**src/rtl/crypto_ctrl_pkg.sv**
```systemverilog
// Shared types and display helpers for the crypto run controller.
package crypto_ctrl_pkg;

    typedef enum logic [2:0] {
        IDLE  = 3'd0,
        LOAD  = 3'd1,
        START = 3'd2,
        WAIT  = 3'd3,
        CHECK = 3'd4,
        DONE  = 3'd5
    } state_t;

    localparam logic [6:0] SEG_BLANK = 7'h7F;

    // Active-low glyphs, bit 0 = segment a ... bit 6 = segment g.
    function automatic logic [6:0] hex_to_seg(input logic [3:0] h);
        logic [6:0] s;
        case (h)
            4'h0: s = 7'b1000000;
            4'h1: s = 7'b1111001;
            4'h2: s = 7'b0100100;
            4'h3: s = 7'b0110000;
            4'h4: s = 7'b0011001;
            4'h5: s = 7'b0010010;
            4'h6: s = 7'b0000010;
            4'h7: s = 7'b1111000;
            4'h8: s = 7'b0000000;
            4'h9: s = 7'b0010000;
            4'hA: s = 7'b0001000;
            4'hB: s = 7'b0000011;
            4'hC: s = 7'b1000110;
            4'hD: s = 7'b0100001;
            4'hE: s = 7'b0000110;
            default: s = 7'b0001110;
        endcase
        return s;
    endfunction

endpackage

```
**src/rtl/seg_scan8.sv**
```systemverilog
// Eight-digit multiplexed seven-segment scanner; the scan counter free-runs,
// enable only gates whether the digits are lit.
module seg_scan8
    import crypto_ctrl_pkg::*;
#(
    parameter int REFRESH_DIV = 100000
) (
    input  logic        clk,
    input  logic        rst,
    input  logic [31:0] value,
    input  logic        enable,
    output logic [6:0]  Seg,
    output logic [7:0]  An
);

    localparam int CNT_W = (REFRESH_DIV > 1) ? $clog2(REFRESH_DIV) : 1;
    localparam logic [CNT_W-1:0] CNT_LAST = CNT_W'(REFRESH_DIV - 1);

    logic [CNT_W-1:0] cnt_q, cnt_d;
    logic [2:0]       idx_q, idx_d;
    logic [3:0]       nibble;

    always_comb begin
        cnt_d = cnt_q + CNT_W'(1);
        idx_d = idx_q;
        if (cnt_q == CNT_LAST) begin
            cnt_d = '0;
            idx_d = idx_q + 3'd1;
        end
    end

    always_ff @(posedge clk or posedge rst) begin
        if (rst) begin
            cnt_q <= '0;
            idx_q <= '0;
        end else begin
            cnt_q <= cnt_d;
            idx_q <= idx_d;
        end
    end

    always_comb begin
        nibble = value[4*idx_q +: 4];
        Seg    = SEG_BLANK;
        An     = 8'hFF;
        if (enable) begin
            Seg = hex_to_seg(nibble);
            An  = ~(8'b1 << idx_q);
        end
    end

endmodule

```
**src/rtl/crypto_seq_ctrl.sv**
```systemverilog
// Run controller: load operand, start the core, wait for result or timeout,
// compare against golden, flag TAG. Optional rerun: RERUN_ON_SW_CHANGE_EN.
module crypto_seq_ctrl
    import crypto_ctrl_pkg::*;
#(
    parameter int DATA_W      = 16,
    parameter int RESULT_W    = 32,
    parameter int TIMEOUT_CYC = 1024,
    parameter int REFRESH_DIV = 100000
) (
    input  logic                clk,
    input  logic                rst,
    input  logic [DATA_W-1:0]   SW,
    input  logic [RESULT_W-1:0] core_result,
    input  logic                core_done,
    input  logic [RESULT_W-1:0] golden,
    output logic                core_start,
    output logic [DATA_W-1:0]   core_data,
    output logic                done,
    output logic                TAG,
    output logic [6:0]          Seg,
    output logic [7:0]          An
);

    localparam int TMR_W = (TIMEOUT_CYC > 1) ? $clog2(TIMEOUT_CYC) : 1;
    localparam logic [TMR_W-1:0] TMR_LAST = TMR_W'(TIMEOUT_CYC - 1);

    state_t              state_q, state_d;
    logic [DATA_W-1:0]   core_data_q;
    logic [RESULT_W-1:0] result_q;
    logic [TMR_W-1:0]    timer_q;
    logic                timeout_q;
    logic                tag_pend_q;
    logic                done_q;
    logic                tag_q;
    logic                rerun;

`ifdef RERUN_ON_SW_CHANGE_EN
    assign rerun = (state_q == DONE) && (SW != core_data_q);
`else
    assign rerun = 1'b0;
`endif

    always_ff @(posedge clk or posedge rst) begin
        if (rst) state_q <= IDLE;
        else     state_q <= state_d;
    end

    always_comb begin
        state_d = state_q;
        case (state_q)
            IDLE:  state_d = LOAD;
            LOAD:  state_d = START;
            START: state_d = WAIT;
            WAIT: begin
                if (core_done || (timer_q == TMR_LAST)) state_d = CHECK;
            end
            CHECK: state_d = DONE;
            DONE:  state_d = rerun ? LOAD : DONE;
            default: state_d = IDLE;
        endcase
    end

    always_comb begin
        core_start = (state_q == START);
    end

    // Datapath registers; core_done outranks the timeout in the same cycle.
    always_ff @(posedge clk or posedge rst) begin
        if (rst) begin
            core_data_q <= '0;
            result_q    <= '0;
            timer_q     <= '0;
            timeout_q   <= 1'b0;
            tag_pend_q  <= 1'b0;
        end else begin
            case (state_q)
                LOAD:  core_data_q <= SW;
                START: begin
                    timer_q   <= '0;
                    timeout_q <= 1'b0;
                end
                WAIT: begin
                    if (core_done) begin
                        result_q <= core_result;
                    end else if (timer_q == TMR_LAST) begin
                        result_q  <= '1;
                        timeout_q <= 1'b1;
                    end else begin
                        timer_q <= timer_q + TMR_W'(1);
                    end
                end
                CHECK: tag_pend_q <= timeout_q | (result_q != golden);
                default: ;
            endcase
        end
    end

    // done/TAG are registered while sitting in DONE, so they appear one edge
    // after DONE is entered and drop on the same edge a rerun leaves it.
    always_ff @(posedge clk or posedge rst) begin
        if (rst) begin
            done_q <= 1'b0;
            tag_q  <= 1'b0;
        end else if (state_q == DONE && !rerun) begin
            done_q <= 1'b1;
            tag_q  <= tag_pend_q;
        end else begin
            done_q <= 1'b0;
            tag_q  <= 1'b0;
        end
    end

    assign core_data = core_data_q;
    assign done      = done_q;
    assign TAG       = tag_q;

    seg_scan8 #(
        .REFRESH_DIV(REFRESH_DIV)
    ) u_scan (
        .clk    (clk),
        .rst    (rst),
        .value  (result_q[31:0]),
        .enable (done_q),
        .Seg    (Seg),
        .An     (An)
    );

endmodule
```
**config.mk**
```make
export PLATFORM = sky130hd
export DESIGN_NAME = crypto_seq_ctrl
export DESIGN_NICKNAME = d
export VERILOG_FILES = /design/src/rtl/crypto_ctrl_pkg.sv /design/src/rtl/seg_scan8.sv /design/src/rtl/crypto_seq_ctrl.sv
export SDC_FILE = /design/constraint.sdc
export NUM_CORES = 1
export LEC_CHECK = 0
export ABC_AREA = 0
export ABC_CLOCK_PERIOD_IN_PS = 4700
export CAP_MARGIN = 10
export CORE_MARGIN = 2
export CORE_UTILIZATION = 53
export CTS_BUF_LIST = sky130_fd_sc_hd__clkbuf_4 sky130_fd_sc_hd__clkbuf_8 sky130_fd_sc_hd__clkbuf_16
export DETAILED_ROUTE_END_ITERATION = 16
export PLACE_DENSITY = 0.86
export SYNTH_ARGS = -nofsm -noshare
export SYNTH_HDL_FRONTEND = slang
export SYNTH_SLANG_ARGS = --single-unit
```
**constraint.sdc**
```tcl
create_clock -name clk -period 4.7 [get_ports clk]
set_input_delay 0.94 -clock clk [delete_from_list [all_inputs] [get_ports clk]]
set_output_delay 0.94 -clock clk [all_outputs]
set_load 0.01 [all_outputs]
```
==> results of run 1 <==
## critical path, delay by kind of cell (launching register included)
family | cells | cell delay (ns)
compound gates | 1 | 0.20
flops | 1 | 0.63
fa+ha+maj | 1 | 0.27
mux | 3 | 1.19
buf+inv | 2 | 0.60
## sequential cells by signal, indices dropped and copies added, names as in the netlist
register / flops
timeout_q: 1
result_q: 32
core_data: 16
state_q: 3
TAG: 1
done: 1
u_scan.cnt_q: 17
u_scan.idx_q: 3
timer_q: 10
tag_pend_q: 1
## metrics by stage
stage,std cells,power [W],cell area [um^2]
after floorplan,396,0.000843,4510
after global placement,604,0.000944,5740
after detailed placement,604,0.000949,5740
after CTS,620,0.00143,5920
after global routing,621,0.00148,5930
final,621,0.00143,5930
## cells in the final DEF (no fill, tap or decap), types with 3 or more instances in the layout
cell type	synthesis	final
a21oi_1	4	4
and2_1	3	3
and3_1	6	6
buf_4	0	5
clkbuf_8	2	10
clkdlybuf4s50_1	0	116
clkinvlp_4	0	3
dfrtp_1	85	85
ha_1	14	14
inv_1	13	12
mux2_2	20	20
mux2i_1	15	15
mux4_1	5	5
nand2_1	25	25
nand2b_1	5	5
nand3_1	18	18
nand4_1	12	12
nor2_1	26	26
nor2b_1	3	3
nor4_1	7	7
o21ai_0	7	7
o221ai_1	5	5
o22a_1	34	34
xnor2_1	23	23
xor2_1	25	25
## final cells by class
cell class	count	share of cell area (%)
clock inverter	6	0.759
tap	105	2.21
multi-input combinational	280	37.6
inverter	13	0.844
clock buffer	10	2.32
sequential	85	35.8
timing repair buffer	122	20.4
## how the worst max path moves through the flow
stage                                      startpoint            end  slack, ns  depth (start not counted)
after floorplan                                   rst  TAG$_DFF_PP0_       1.57                          1
final                     u_scan.idx_q[0]$_DFFE_PP0N_         Seg[0]       0.52                          7
after global routing      u_scan.idx_q[0]$_DFFE_PP0N_         Seg[0]       0.37                          7
after CTS                 u_scan.idx_q[0]$_DFFE_PP0N_         Seg[0]       0.52                          7
after global placement    u_scan.idx_q[0]$_DFFE_PP0N_         Seg[0]       1.03                          7
after detailed placement  u_scan.idx_q[0]$_DFFE_PP0N_         Seg[0]       0.91                          7
## per-layer routing
| layer | vias to the layer above | wire [um] |
|---|---|---|
| met5 | - | 0 |
| met4 | 0 | 308 |
| met3 | 28 | 897 |
| met2 | 159 | 5690 |
| met1 | 1798 | 4600 |
| li1 | 1669 | - |
## power by group through the flow
stage                     sequential [W]  combinational (W)  clock (W)
final                           0.000762           0.000173   0.000490
after global routing            0.000763           0.000188   0.000530
after CTS                       0.000761           0.000174   0.000496
after detailed placement        0.000776           0.000173          0
after global placement          0.000775           0.000169          0
after floorplan                 0.000769          0.0000735          0
## cells in the mapped netlist (2+ instances only)
cell      count
and3_1        6
and2_1        3
o22a_1       34
o221ai_1      5
buf_6         2
a41oi_1       2
inv_1        13
nor4_1        7
mux2_2       20
mux2i_4       2
clkbuf_1      8
buf_2         6
mux4_1        5
ha_1         14
o21ai_0       7
nand2_1      25
mux2i_1      15
nor3_1        3
nand2b_1      5
xor2_1       25
a21oi_1       4
nand3_1      18
a31oi_1       2
nor2_1       26
nand4_1      12
clkbuf_8      2
nor2b_1       3
xnor2_1      23
dfrtp_1      85
## logic make-up (layout without fill, tap and decap cells)
family	count (synthesis)	in the layout	share of synthesized area [%]
compound gates	60	60	10.6
xor+xnor	48	48	9.32
fa+ha+maj	14	14	3.88
buf+inv	31	151	3.52
flops	85	85	47.1
mux	43	43	12.7
simple gates	115	115	12.8
==> impl_results.html, run 1 <==
<table>
<tr><th>Metric</th><th>Value</th></tr>
<tr><th colspan="2">Min path</th></tr>
<tr><td>Worst hold path cell count</td><td>1</td></tr>
<tr><td>Hold path endpoint</td><td>u_scan.cnt_q[0]$_DFF_PP0_</td></tr>
<tr><td>HP Start</td><td>u_scan.cnt_q[0]$_DFF_PP0_</td></tr>
<tr><td>Min-Delay Path Class</td><td>flip-flop to flip-flop</td></tr>
<tr><th colspan="2">Synthesis</th></tr>
<tr><td>Fraction of synthesized cell area taken by the top area cell type</td><td>47.1%</td></tr>
<tr><td>Netlist cell types</td><td>43</td></tr>
<tr><td>Number of storage elements in the synthesis netlist</td><td>85</td></tr>
<tr><td>Number of enable flip-flop cells after synthesis</td><td>0</td></tr>
<tr><td>Syn Nets</td><td>493</td></tr>
<tr><td>Cells after Synth</td><td>396</td></tr>
<tr><td>Top FF cell, synth</td><td>dfrtp_1</td></tr>
<tr><td>Fraction of synthesis flops using an asynchronous set or reset pin</td><td>100%</td></tr>
<tr><td>Post-synthesis sequential area ratio</td><td>47.1%</td></tr>
<tr><td>Post-synth design cell area</td><td>4510 um^2</td></tr>
<tr><td>Total number of yosys warnings</td><td>0</td></tr>
<tr><td>Syn avg cell area</td><td>11.4 um^2</td></tr>
<tr><td>Top area cells in the synthesized netlist</td><td>dfrtp_1, o22a_1, mux2_2</td></tr>
<tr><td>Cell taking the most area after synthesis</td><td>dfrtp_1</td></tr>
<tr><th colspan="2">Clock network</th></tr>
<tr><td>Clock tree from TritonCTS</td><td>built</td></tr>
<tr><td>Clock Sink Count</td><td>85</td></tr>
<tr><td>Number of buffers added by the clock tree synthesis step</td><td>9</td></tr>
<tr><td>Root buf cell</td><td>clkbuf_8</td></tr>
<tr><td>Number of cells upsized or downsized after cts</td><td>0</td></tr>
<tr><td>Clock-pin slew of the registers on the worst-case setup and hold paths</td><td>0.09 ns</td></tr>
<tr><td>H-tree depth</td><td>3</td></tr>
<tr><td>Post-CTS Repair Setup Buffers</td><td>0</td></tr>
<tr><td>Number of buffers added to fix hold violations after cts</td><td>0</td></tr>
<tr><td>Clock buffer depth</td><td>2</td></tr>
<tr><td>Worst-skew pair later-pin latency</td><td>0.36 ns</td></tr>
<tr><th colspan="2">Floorplanning</th></tr>
<tr><td>Core ar.</td><td>8220 um^2</td></tr>
<tr><td>Initial core utilization</td><td>54.9%</td></tr>
<tr><td>DIE WIDTH</td><td>96.3 um</td></tr>
<tr><td>Ports placed on the boundary</td><td>117</td></tr>
<tr><td>Die Area</td><td>9270 um^2</td></tr>
<tr><td>Die Y</td><td>96.3 um</td></tr>
<tr><td>Floorplan row count</td><td>33</td></tr>
<tr><th colspan="2">STA</th></tr>
<tr><td>Period utilization</td><td>88.9%</td></tr>
<tr><td>Count of pins over their slew limit</td><td>0</td></tr>
<tr><td>Transition time of the tightest slew-check pin</td><td>0.690 ns</td></tr>
<tr><td>Relative slew margins</td><td>53.7%</td></tr>
<tr><td>RSZ-0062 raised after global routing</td><td>false</td></tr>
<tr><td>Final Skew</td><td>0.0107 ns</td></tr>
<tr><td>Number of setup violations in the final report</td><td>0</td></tr>
<tr><td>PnR worst setup slack</td><td>0.521 ns</td></tr>
<tr><td>Max Clock Freq</td><td>0.239 GHz</td></tr>
<tr><td>Worst hold-check slack</td><td>0.493 ns</td></tr>
<tr><td>Clock period minus final worst setup slack</td><td>4.18 ns</td></tr>
<tr><td>Hold violation total from the final report</td><td>0</td></tr>
<tr><td>Setup_tns</td><td>0 ns</td></tr>
<tr><th colspan="2">Cells and area</th></tr>
<tr><td>Final-stage net count</td><td>608</td></tr>
<tr><td>Number of fill cells in the layout</td><td>567</td></tr>
<tr><td>P&amp;R area growth vs syn</td><td>31.5%</td></tr>
<tr><td>Area of combinational cells with multiple inputs</td><td>2230 um^2</td></tr>
<tr><td>Count of inserted antenna diode cells</td><td>0</td></tr>
<tr><td>Post-layout util</td><td>72.2%</td></tr>
<tr><td>Area of all sequential standard cells</td><td>2130 um^2</td></tr>
<tr><td>Layout cell share with drive strength beyond 1</td><td>9.50%</td></tr>
<tr><th colspan="2">GRT</th></tr>
<tr><td>Met2 demand-to-capacity share in global routing</td><td>43.6%</td></tr>
<tr><td>Number of antenna violations at the first check in global routing</td><td>0</td></tr>
<tr><td>Overall overflow remaining after global route</td><td>0</td></tr>
<tr><td>Met1 track demand over resource</td><td>33.6%</td></tr>
<tr><td>GRT busiest layer</td><td>met2</td></tr>
<tr><td>Global-route wire length before repair</td><td>18.7 mm</td></tr>
<tr><td>Maximum number of pins on one net before global-route repair</td><td>36</td></tr>
<tr><td>Global-route usage over all layers</td><td>26.7%</td></tr>
<tr><td>Met3 track demand over resource in global routing</td><td>7.13%</td></tr>
<tr><td>Vias in the first global route</td><td>3,750</td></tr>
<tr><th colspan="2">Power and ir drop</th></tr>
<tr><td>PD cells</td><td>240 nW/um^2</td></tr>
<tr><td>Total net switching power</td><td>0.000363 W</td></tr>
<tr><td>Total internal power</td><td>0.00106 W</td></tr>
<tr><td>Combinational Power Share</td><td>12.2%</td></tr>
<tr><td>Clk network pwr share</td><td>34.4%</td></tr>
<tr><td>Switching portion of total power</td><td>25.5%</td></tr>
<tr><td>Leakage power</td><td>2.55 nW</td></tr>
<tr><td>Peak supply drop</td><td>0.184 mV</td></tr>
<tr><td>Sequential Power Share</td><td>53.4%</td></tr>
<tr><th colspan="2">Detailed routing</th></tr>
<tr><td>Number of iterations in the first detailed-routing pass</td><td>5</td></tr>
<tr><td>Final WL</td><td>11.5 mm</td></tr>
<tr><td>Ratio of routed vias to standard cells</td><td>5.88</td></tr>
<tr><td>Post-route ant nets</td><td>0</td></tr>
<tr><td>Residual DRC count</td><td>0</td></tr>
<tr><td>Post-detailed-route wirelength per cell</td><td>18.5 um</td></tr>
<tr><td>DRT iter0 DRCs</td><td>251</td></tr>
<tr><td>Routed via count</td><td>3,654</td></tr>
<tr><th colspan="2">Placed design</th></tr>
<tr><td>Worst slack at placement</td><td>0.915 ns</td></tr>
<tr><td>Global placer's final weighted congestion</td><td>0.875</td></tr>
<tr><td>Half-perimeter wire length of the detailed placement result</td><td>8.68 mm</td></tr>
<tr><td>Number of buffers added on ports</td><td>116</td></tr>
<tr><th colspan="2">Setup path</th></tr>
<tr><td>Logic depth of the worst register-to-register path</td><td>4</td></tr>
<tr><td>Worst Setup End Kind</td><td>output port</td></tr>
<tr><td>Type of the setup path with the least slack</td><td>flip-flop to output port</td></tr>
<tr><td>Critical Path Source Type</td><td>flip-flop</td></tr>
<tr><td>Reg-to-reg slack, setup</td><td>2.45 ns</td></tr>
<tr><td>Cell breakdown of the critical path</td><td>mux4_1, mux2i_4, inv_1, ha_1, mux2_2, o22a_1, clkdlybuf4s50_1</td></tr>
<tr><td>Crit path max-delay cell type</td><td>mux4_1</td></tr>
<tr><td>CP Max Fanout</td><td>10</td></tr>
<tr><td>CP peak stage delay</td><td>0.66 ns</td></tr>
<tr><td>FF-to-FF End</td><td>result_q[15]$_DFFE_PP0P_</td></tr>
<tr><td>Data arrival time of the critical path</td><td>3.24 ns</td></tr>
<tr><td>Startpoint of the lowest-slack register-to-register path</td><td>state_q[2]$_DFFE_PP0P_</td></tr>
<tr><td>Data required time of the critical path</td><td>3.76 ns</td></tr>
<tr><th colspan="2">Job</th></tr>
<tr><td>Maximum capacitance violations</td><td>0</td></tr>
<tr><th colspan="2">Status</th></tr>
<tr><td>Run status</td><td>completed</td></tr>
</table>
Power figures use the tool's default switching activity.
==> inputs of run 2 (changes only) <==
--- a/config.mk
+++ b/config.mk
@@ -13,6 +13,8 @@
 export CTS_BUF_LIST = sky130_fd_sc_hd__clkbuf_4 sky130_fd_sc_hd__clkbuf_8 sky130_fd_sc_hd__clkbuf_16
 export DETAILED_ROUTE_END_ITERATION = 16
 export PLACE_DENSITY = 0.86
+export SKIP_CTS_REPAIR_TIMING = 1
 export SYNTH_ARGS = -nofsm -noshare
 export SYNTH_HDL_FRONTEND = slang
+export SYNTH_HIERARCHICAL = 1
 export SYNTH_SLANG_ARGS = --single-unit
==> impl_results.html, run 2 <==
<table>
<tr><th>Metric</th><th>Value</th></tr>
<tr><th colspan="2">Status</th></tr>
<tr><td>Run status</td><td>completed</td></tr>
<tr><th colspan="2">Setup path</th></tr>
<tr><td>Data required time of the critical path</td><td>3.76 ns (about the same)</td></tr>
<tr><td>Critical Path Source Type</td><td>flip-flop</td></tr>
<tr><td>Type of the setup path with the least slack</td><td>flip-flop to output port</td></tr>
<tr><td>Worst Setup End Kind</td><td>output port</td></tr>
<tr><td>Data arrival time of the critical path</td><td>3.35 ns (+0.11 ns)</td></tr>
<tr><td>CP Max Fanout</td><td>14 (+4)</td></tr>
<tr><th colspan="2">STA</th></tr>
<tr><td>Count of pins over their slew limit</td><td>0 (unchanged)</td></tr>
<tr><td>Period utilization</td><td>91.3% (+2.4 points)</td></tr>
<tr><td>Worst hold-check slack</td><td>0.496 ns (+0.00243 ns)</td></tr>
<tr><td>Number of setup violations in the final report</td><td>0 (unchanged)</td></tr>
<tr><td>Final Skew</td><td>0.0116 ns (+0.000872 ns)</td></tr>
<tr><td>Hold violation total from the final report</td><td>0 (unchanged)</td></tr>
<tr><td>Transition time of the tightest slew-check pin</td><td>1.24 ns (+0.545 ns)</td></tr>
<tr><td>Setup_tns</td><td>0 ns (unchanged)</td></tr>
<tr><td>RSZ-0062 raised after global routing</td><td>false</td></tr>
<tr><td>Relative slew margins</td><td>17.6% (-36 points)</td></tr>
<tr><td>Max Clock Freq</td><td>0.233 GHz (-2.6%)</td></tr>
<tr><td>Clock period minus final worst setup slack</td><td>4.29 ns (+0.113 ns)</td></tr>
<tr><th colspan="2">Job</th></tr>
<tr><td>Maximum capacitance violations</td><td>0 (unchanged)</td></tr>
<tr><th colspan="2">Clock network</th></tr>
<tr><td>Clock-pin slew of the registers on the worst-case setup and hold paths</td><td>0.08 ns (about the same)</td></tr>
<tr><td>Number of buffers added by the clock tree synthesis step</td><td>9 (unchanged)</td></tr>
<tr><td>Root buf cell</td><td>clkbuf_8</td></tr>
<tr><td>Worst-skew pair later-pin latency</td><td>0.36 ns (about the same)</td></tr>
<tr><td>H-tree depth</td><td>3 (unchanged)</td></tr>
<tr><td>Clock tree from TritonCTS</td><td>built</td></tr>
<tr><td>Clock Sink Count</td><td>85 (unchanged)</td></tr>
<tr><td>Clock buffer depth</td><td>2 (unchanged)</td></tr>
<tr><th colspan="2">Synthesis</th></tr>
<tr><td>Cells after Synth</td><td>401 (+1.3%)</td></tr>
<tr><td>Number of enable flip-flop cells after synthesis</td><td>0 (unchanged)</td></tr>
<tr><td>Post-synthesis sequential area ratio</td><td>47.1% (unchanged)</td></tr>
<tr><td>Top cells by count, synth</td><td>dfrtp_1, xnor2_1, o22a_1</td></tr>
<tr><td>Cell taking the most area after synthesis</td><td>dfrtp_1</td></tr>
<tr><td>Library cell with the highest instance count after synthesis</td><td>dfrtp_1</td></tr>
<tr><td>Total number of yosys warnings</td><td>6 (+6)</td></tr>
<tr><td>Post-synth design cell area</td><td>4510 um^2 (unchanged)</td></tr>
<tr><td>Fraction of synthesis flops using an asynchronous set or reset pin</td><td>100% (unchanged)</td></tr>
<tr><td>Netlist cell types</td><td>56 (+30%)</td></tr>
<tr><td>Syn Nets</td><td>498 (+1.0%)</td></tr>
<tr><td>Syn avg cell area</td><td>11.3 um^2 (-1.2%)</td></tr>
<tr><td>Top FF cell, synth</td><td>dfrtp_1</td></tr>
<tr><td>Number of storage elements in the synthesis netlist</td><td>85 (unchanged)</td></tr>
<tr><td>Top area cells in the synthesized netlist</td><td>dfrtp_1, xnor2_1, o22a_1</td></tr>
<tr><td>Fraction of synthesized cell area taken by the top area cell type</td><td>47.1% (unchanged)</td></tr>
<tr><th colspan="2">GRT</th></tr>
<tr><td>Global-route usage over all layers</td><td>26.5% (-0.27 points)</td></tr>
<tr><td>Maximum number of pins on one net before global-route repair</td><td>49 (+36%)</td></tr>
<tr><td>Vias in the first global route</td><td>3,719 (-0.83%)</td></tr>
<tr><td>Overall overflow remaining after global route</td><td>0 (unchanged)</td></tr>
<tr><td>Number of antenna violations at the first check in global routing</td><td>0 (unchanged)</td></tr>
<tr><td>Global-route wire length before repair</td><td>18.3 mm (-2.7%)</td></tr>
<tr><th colspan="2">Cells and area</th></tr>
<tr><td>Most frequent cells in the layout</td><td>clkdlybuf4s50_1, dfrtp_1, xnor2_1</td></tr>
<tr><td>Register with the most flip-flops</td><td>result_q</td></tr>
<tr><td>Flip-flop count of the largest register after layout</td><td>32 (unchanged)</td></tr>
<tr><td>P&amp;R area growth vs syn</td><td>31.3%</td></tr>
<tr><td>Leading cell type in the layout, fill and taps excluded</td><td>clkdlybuf4s50_1</td></tr>
<tr><td>Area of all placed cells without fillers</td><td>5930 um^2 (-0.13%)</td></tr>
<tr><td>Layout cell share with drive strength beyond 1</td><td>10.4% (+0.93 points)</td></tr>
<tr><td>Count of inserted antenna diode cells</td><td>0 (unchanged)</td></tr>
<tr><td>Final-stage net count</td><td>611 (+0.49%)</td></tr>
<tr><th colspan="2">Placed design</th></tr>
<tr><td>Number of buffers added on ports</td><td>116 (unchanged)</td></tr>
<tr><td>Half-perimeter wire length of the detailed placement result</td><td>8.65 mm (-0.45%)</td></tr>
<tr><td>Global placer's final weighted congestion</td><td>0.962 (+9.9%)</td></tr>
<tr><td>Area after detailed placement</td><td>5740 um^2 (about the same)</td></tr>
<tr><th colspan="2">Detailed routing</th></tr>
<tr><td>Number of iterations in the first detailed-routing pass</td><td>5 (unchanged)</td></tr>
<tr><td>Residual DRC count</td><td>0 (unchanged)</td></tr>
<tr><td>Ratio of routed vias to standard cells</td><td>5.83 (-0.95%)</td></tr>
<tr><td>DRT iter0 DRCs</td><td>200 (-20%)</td></tr>
<tr><td>Post-detailed-route wirelength per cell</td><td>18.2 um (-1.7%)</td></tr>
<tr><td>Routed via count</td><td>3,631 (-0.63%)</td></tr>
<tr><td>Final WL</td><td>11.3 mm (-1.4%)</td></tr>
<tr><td>Post-route ant nets</td><td>0 (unchanged)</td></tr>
<tr><th colspan="2">Min path</th></tr>
<tr><td>Min-Delay Path Class</td><td>flip-flop to flip-flop</td></tr>
<tr><th colspan="2">Floorplanning</th></tr>
<tr><td>DIE WIDTH</td><td>96.3 um (unchanged)</td></tr>
<tr><td>Core ar.</td><td>8220 um^2 (unchanged)</td></tr>
<tr><td>Initial core utilization</td><td>54.9% (unchanged)</td></tr>
<tr><td>Die Area</td><td>9270 um^2 (unchanged)</td></tr>
<tr><td>Die Y</td><td>96.3 um (unchanged)</td></tr>
<tr><td>Ports placed on the boundary</td><td>117 (unchanged)</td></tr>
<tr><td>Floorplan row count</td><td>33 (unchanged)</td></tr>
<tr><th colspan="2">Power and ir drop</th></tr>
<tr><td>Peak supply drop</td><td>0.359 mV (+95%)</td></tr>
<tr><td>Leakage power</td><td>2.35 nW (-7.8%)</td></tr>
<tr><td>PD cells</td><td>496 nW/um^2 (+110%)</td></tr>
</table>
[run 2: worst paths after layout]
kind                            slack, ns                          end                   startpoint  cells past startpoint
worst max-delay path                 0.41                       Seg[3]  u_scan/idx_q[1]$_DFFE_PP0N_                      9
worst min-delay path                 0.50   u_scan/cnt_q[13]$_DFF_PP0_   u_scan/cnt_q[13]$_DFF_PP0_                      1
worst max register to register       2.30  u_scan/idx_q[1]$_DFFE_PP0N_   u_scan/cnt_q[12]$_DFF_PP0_                      5
worst min register to register       0.50   u_scan/cnt_q[13]$_DFF_PP0_   u_scan/cnt_q[13]$_DFF_PP0_                      1
max in group asynchronous            2.71     core_data[2]$_DFFE_PP0P_                          rst                      3
min in group asynchronous            1.06   u_scan/cnt_q[13]$_DFF_PP0_                          rst                      2
[run 2: layer usage]
metal | up-vias | track usage, % | routed length [um]
met5 | - | 0 | 0
met3 | 34 | 7.13 | 890
met1 | 1751 | 32.5 | 4680
li1 | 1693 | - | -
met2 | 153 | 43.2 | 5340
met4 | 0 | 12.6 | 421
[run 2: critical path, stage by stage, from the launching register on]
cell and delay [ns]:
dfrtp_1 0.64, mux4_2 0.38, mux2i_1 0.42, inv_1 0.19, ha_1 0.24, inv_1 0.07
a21oi_1 0.04, a2111oi_0 0.44, a31oi_1 0.07, clkdlybuf4s50_1 0.50
[run 2: cell families after synthesis]
logic type	Yosys count	share of synthesized area, %
compound gates	76	12.9
xor+xnor	49	9.51
fa+ha+maj	14	3.88
buf+inv	33	3.33
flops	85	47.1
mux	36	10.2
simple gates	108	13.1
[run 2: area by class of cell]
type                            count  area (um^2)
Clock buffer                       10          131
Clock inverter                      5         52.6
Fill cell                         596         2290
Inverter                           15         56.3
Multi-Input combinational cell    283         2240
Sequential cell                    85         2130
Tap cell                          105          131
Timing Repair Buffer              120         1190
[run 2: power by group]
group | switching (W) | leakage (nW) | internal (W)
combinational | 0.000535 | 1.23 | 0.000707
clock | 0.000250 | 0.0953 | 0.000246
sequential | 0.000235 | 1.03 | 0.000965
total | 0.00102 | 2.35 | 0.00192
[run 2: through the flow]
stage	cells	total power, W	utilization (%)	worst slack, ns
floorplan	401	0.00197	-	1.36
global placement	608	0.00240	69.9	0.951
detailed placement	608	0.00245	69.9	0.815
CTS	623	0.00295	72.1	0.431
global route	623	0.00312	72.1	0.0980
finish	623	0.00294	72.1	0.408
==> inputs of run 3 (changes only) <==
--- a/config.mk
+++ b/config.mk
@@ -6,13 +6,14 @@
 export NUM_CORES = 1
 export LEC_CHECK = 0
 export ABC_AREA = 0
-export ABC_CLOCK_PERIOD_IN_PS = 4700
+export ABC_CLOCK_PERIOD_IN_PS = 4820
 export CAP_MARGIN = 10
 export CORE_MARGIN = 2
-export CORE_UTILIZATION = 53
+export CORE_UTILIZATION = 49
 export CTS_BUF_LIST = sky130_fd_sc_hd__clkbuf_4 sky130_fd_sc_hd__clkbuf_8 sky130_fd_sc_hd__clkbuf_16
 export DETAILED_ROUTE_END_ITERATION = 16
-export PLACE_DENSITY = 0.86
+export GPL_TIMING_DRIVEN = 0
+export PLACE_DENSITY = 0.8
 export SKIP_CTS_REPAIR_TIMING = 1
 export SYNTH_ARGS = -nofsm -noshare
 export SYNTH_HDL_FRONTEND = slang
==> constraint.sdc (replaced) <==
create_clock -name clk -period 4.82 [get_ports clk]
set_input_delay 0.964 -clock clk [delete_from_list [all_inputs] [get_ports clk]]
set_output_delay 0.964 -clock clk [all_outputs]
set_load 0.01 [all_outputs]
==> impl_results.html, run 3 (same netlist as run 2, synthesis figures left out) <==
<table>
<tr><th>Metric</th><th>Value</th></tr>
<tr><th colspan="2">Detailed routing</th></tr>
<tr><td>Ratio of routed vias to standard cells</td><td>5.70 (-2.2%)</td></tr>
<tr><td>Residual DRC count</td><td>0 (unchanged)</td></tr>
<tr><td>Number of iterations in the first detailed-routing pass</td><td>4 (-1)</td></tr>
<tr><td>Final WL</td><td>11.4 mm (+0.53%)</td></tr>
<tr><td>Routed via count</td><td>3,677 (+1.3%)</td></tr>
<tr><td>Met3 layer wire length in the routed design</td><td>871 um (-2.1%)</td></tr>
<tr><td>WL met1</td><td>4.51 mm (-3.7%)</td></tr>
<tr><td>Post-route ant nets</td><td>0 (unchanged)</td></tr>
<tr><td>Highest metal layer with signal wires</td><td>met4</td></tr>
<tr><td>Post-detailed-route wirelength per cell</td><td>17.7 um (-2.9%)</td></tr>
<tr><td>Length of routed met2 wiring</td><td>5.70 mm (+6.8%)</td></tr>
<tr><td>DRT iter0 DRCs</td><td>143 (-28%)</td></tr>
<tr><th colspan="2">Setup path</th></tr>
<tr><td>Cell breakdown of the critical path</td><td>buf_2, mux4_2, mux2i_2, inv_1, ha_1, inv_1, a21oi_1, a2111oi_0, a31oi_1, clkdlybuf4s50_1</td></tr>
<tr><td>CP Max Fanout</td><td>10 (-4)</td></tr>
<tr><td>Cell family with the largest share of critical-path delay</td><td>buffers and inverters</td></tr>
<tr><td>Data arrival time of the critical path</td><td>3.54 ns (+0.19 ns)</td></tr>
<tr><td>Data required time of the critical path</td><td>3.86 ns (+0.10 ns)</td></tr>
<tr><td>Crit path max-delay cell type</td><td>mux4_2</td></tr>
<tr><td>CP peak stage delay</td><td>0.57 ns (-0.07 ns)</td></tr>
<tr><td>Critical Path Most Common Cell</td><td>inv_1</td></tr>
<tr><td>Critical Path Source Type</td><td>flip-flop</td></tr>
<tr><td>Buffers plus inverters on the worst setup path</td><td>4 (+1)</td></tr>
<tr><td>Worst Setup End Kind</td><td>output port</td></tr>
<tr><td>Type of the setup path with the least slack</td><td>flip-flop to output port</td></tr>
<tr><th colspan="2">Cells and area</th></tr>
<tr><td>Layout cell share with drive strength beyond 1</td><td>12.0% (+1.6 points)</td></tr>
<tr><td>Leading cell type in the layout, fill and taps excluded</td><td>clkdlybuf4s50_1</td></tr>
<tr><td>Most frequent cells in the layout</td><td>clkdlybuf4s50_1, dfrtp_1, xnor2_1</td></tr>
<tr><td>P&amp;R area growth vs syn</td><td>34.4%</td></tr>
<tr><td>Final-stage net count</td><td>626 (+2.5%)</td></tr>
<tr><td>Final standard cell count with taps included and fillers excluded</td><td>645 (+3.5%)</td></tr>
<tr><td>Count of inserted antenna diode cells</td><td>0 (unchanged)</td></tr>
<tr><td>Flip-flop count of the largest register after layout</td><td>32 (unchanged)</td></tr>
<tr><td>Register with the most flip-flops</td><td>result_q</td></tr>
<tr><th colspan="2">Clock network</th></tr>
<tr><td>Clock Sink Count</td><td>85 (unchanged)</td></tr>
<tr><td>Worst-skew pair later-pin latency</td><td>0.35 ns (about the same)</td></tr>
<tr><td>Root buf cell</td><td>clkbuf_8</td></tr>
<tr><td>Clock-pin slew of the registers on the worst-case setup and hold paths</td><td>0.09 ns (about the same)</td></tr>
<tr><td>H-tree depth</td><td>3 (unchanged)</td></tr>
<tr><td>Clock tree from TritonCTS</td><td>built</td></tr>
<tr><td>Number of buffers added by the clock tree synthesis step</td><td>9 (unchanged)</td></tr>
<tr><td>Clock buffer depth</td><td>2 (unchanged)</td></tr>
<tr><th colspan="2">STA</th></tr>
<tr><td>RSZ-0062 raised after global routing</td><td>false</td></tr>
<tr><td>Transition time of the tightest slew-check pin</td><td>0.761 ns (-0.475 ns)</td></tr>
<tr><td>Hold violation total from the final report</td><td>0 (unchanged)</td></tr>
<tr><td>Period utilization</td><td>93.4%</td></tr>
<tr><td>Worst hold-check slack</td><td>0.485 ns (-0.0104 ns)</td></tr>
<tr><td>Max Clock Freq</td><td>0.222 GHz</td></tr>
<tr><td>Final Skew</td><td>0.00919 ns (-0.00237 ns)</td></tr>
<tr><td>Setup_tns</td><td>0 ns (unchanged)</td></tr>
<tr><td>Number of setup violations in the final report</td><td>0 (unchanged)</td></tr>
<tr><td>Count of pins over their slew limit</td><td>0 (unchanged)</td></tr>
<tr><td>Relative slew margins</td><td>49.2% (+32 points)</td></tr>
<tr><td>Clock period minus final worst setup slack</td><td>4.50 ns</td></tr>
<tr><th colspan="2">Floorplanning</th></tr>
<tr><td>Die Area</td><td>9990 um^2 (+7.8%)</td></tr>
<tr><td>Floorplan row count</td><td>35 (+6.1%)</td></tr>
<tr><td>Core ar.</td><td>9060 um^2 (+10%)</td></tr>
<tr><td>Ports placed on the boundary</td><td>117 (unchanged)</td></tr>
<tr><td>Die Y</td><td>100 um (+3.8%)</td></tr>
<tr><td>DIE WIDTH</td><td>100 um (+3.8%)</td></tr>
<tr><td>Initial core utilization</td><td>49.8% (-5.1 points)</td></tr>
<tr><th colspan="2">GRT</th></tr>
<tr><td>Number of antenna violations at the first check in global routing</td><td>0 (unchanged)</td></tr>
<tr><td>Maximum number of pins on one net before global-route repair</td><td>36 (-27%)</td></tr>
<tr><td>Overall overflow remaining after global route</td><td>0 (unchanged)</td></tr>
<tr><td>Global-route usage over all layers</td><td>23.4% (-3.0 points)</td></tr>
<tr><td>Global-route wire length before repair</td><td>18.1 mm (-0.91%)</td></tr>
<tr><td>Vias in the first global route</td><td>3,827 (+2.9%)</td></tr>
<tr><th colspan="2">Power and ir drop</th></tr>
<tr><td>PD cells</td><td>490 nW/um^2 (-1.2%)</td></tr>
<tr><td>Leakage power</td><td>2.41 nW (+2.6%)</td></tr>
<tr><td>Peak supply drop</td><td>0.295 mV (-18%)</td></tr>
<tr><td>Tot Pwr</td><td>0.00297 W (+1.1%)</td></tr>
<tr><th colspan="2">Placed design</th></tr>
<tr><td>Number of buffers added on ports</td><td>116 (unchanged)</td></tr>
<tr><td>Number of cells in the design after placement</td><td>629 (+3.5%)</td></tr>
<tr><td>Half-perimeter wire length of the detailed placement result</td><td>8.81 mm (+1.9%)</td></tr>
<tr><td>Global placer's final weighted congestion</td><td>0.876 (-9.0%)</td></tr>
<tr><th colspan="2">Min path</th></tr>
<tr><td>Min-Delay Path Class</td><td>flip-flop to flip-flop</td></tr>
<tr><th colspan="2">Status</th></tr>
<tr><td>Run status</td><td>completed</td></tr>
<tr><th colspan="2">Job</th></tr>
<tr><td>Maximum capacitance violations</td><td>0 (unchanged)</td></tr>
</table>
-- run 3: cell count changes in the layout (fill, tap and decap cells not counted), sizes merged --
cell,previous run,this run
clkinv,3,1
bufinv,1,2
buf,4,11
clkinvlp,1,2
clkbuf,10,19
-- run 3: worst paths after layout --
kind	depth (start not counted)	start	to	slack, ns
worst max-delay path	10	u_scan/idx_q[0]$_DFFE_PP0N_	Seg[3]	0.32
worst min-delay path	1	u_scan/cnt_q[0]$_DFF_PP0_	u_scan/cnt_q[0]$_DFF_PP0_	0.49
worst max register to register	5	u_scan/cnt_q[12]$_DFF_PP0_	u_scan/idx_q[1]$_DFFE_PP0N_	2.49
worst min register to register	1	u_scan/cnt_q[0]$_DFF_PP0_	u_scan/cnt_q[0]$_DFF_PP0_	0.49
max in group asynchronous	3	rst	result_q[16]$_DFFE_PP0P_	3.11
min in group asynchronous	2	rst	result_q[7]$_DFFE_PP0P_	1.09
-- run 3: metal layers --
| layer | GRT usage (%) | vias to the layer above |
|---|---|---|
| met3 | 5.50 | 24 |
| li1 | - | 1714 |
| met2 | 41.7 | 133 |
| met4 | 9.27 | 0 |
| met1 | 27.4 | 1806 |
| met5 | 0 | - |
-- run 3: final cells by class --
cell class / instances / area [um^2]
timing repair buffer: 117 / 1180
multi-input combinational: 283 / 2240
clock buffer: 11 / 145
tap: 111 / 139
inverter: 15 / 56.3
fill: 686 / 3000
clock inverter: 5 / 83.8
buffer: 18 / 93.8
sequential: 85 / 2130
-- run 3: power breakdown --
| group | internal [W] | total [W] | switching (W) |
|---|---|---|---|
| registers | 0.000941 | 0.00113 | 0.000189 |
| logic | 0.000712 | 0.00127 | 0.000558 |
| clock network | 0.000313 | 0.000572 | 0.000259 |
| total | 0.00197 | 0.00297 | 0.00101 |
-- run 3: per-stage QoR --
step | util (%) | worst slack (ns) | area, um^2
floorplan | - | 1.46 | 4510
global placement | 64.1 | 0.751 | 5810
detailed placement | 64.3 | 0.676 | 5830
CTS | 66.9 | 0.268 | 6060
global route | 66.9 | 0.0688 | 6070
finish | 66.9 | 0.320 | 6070
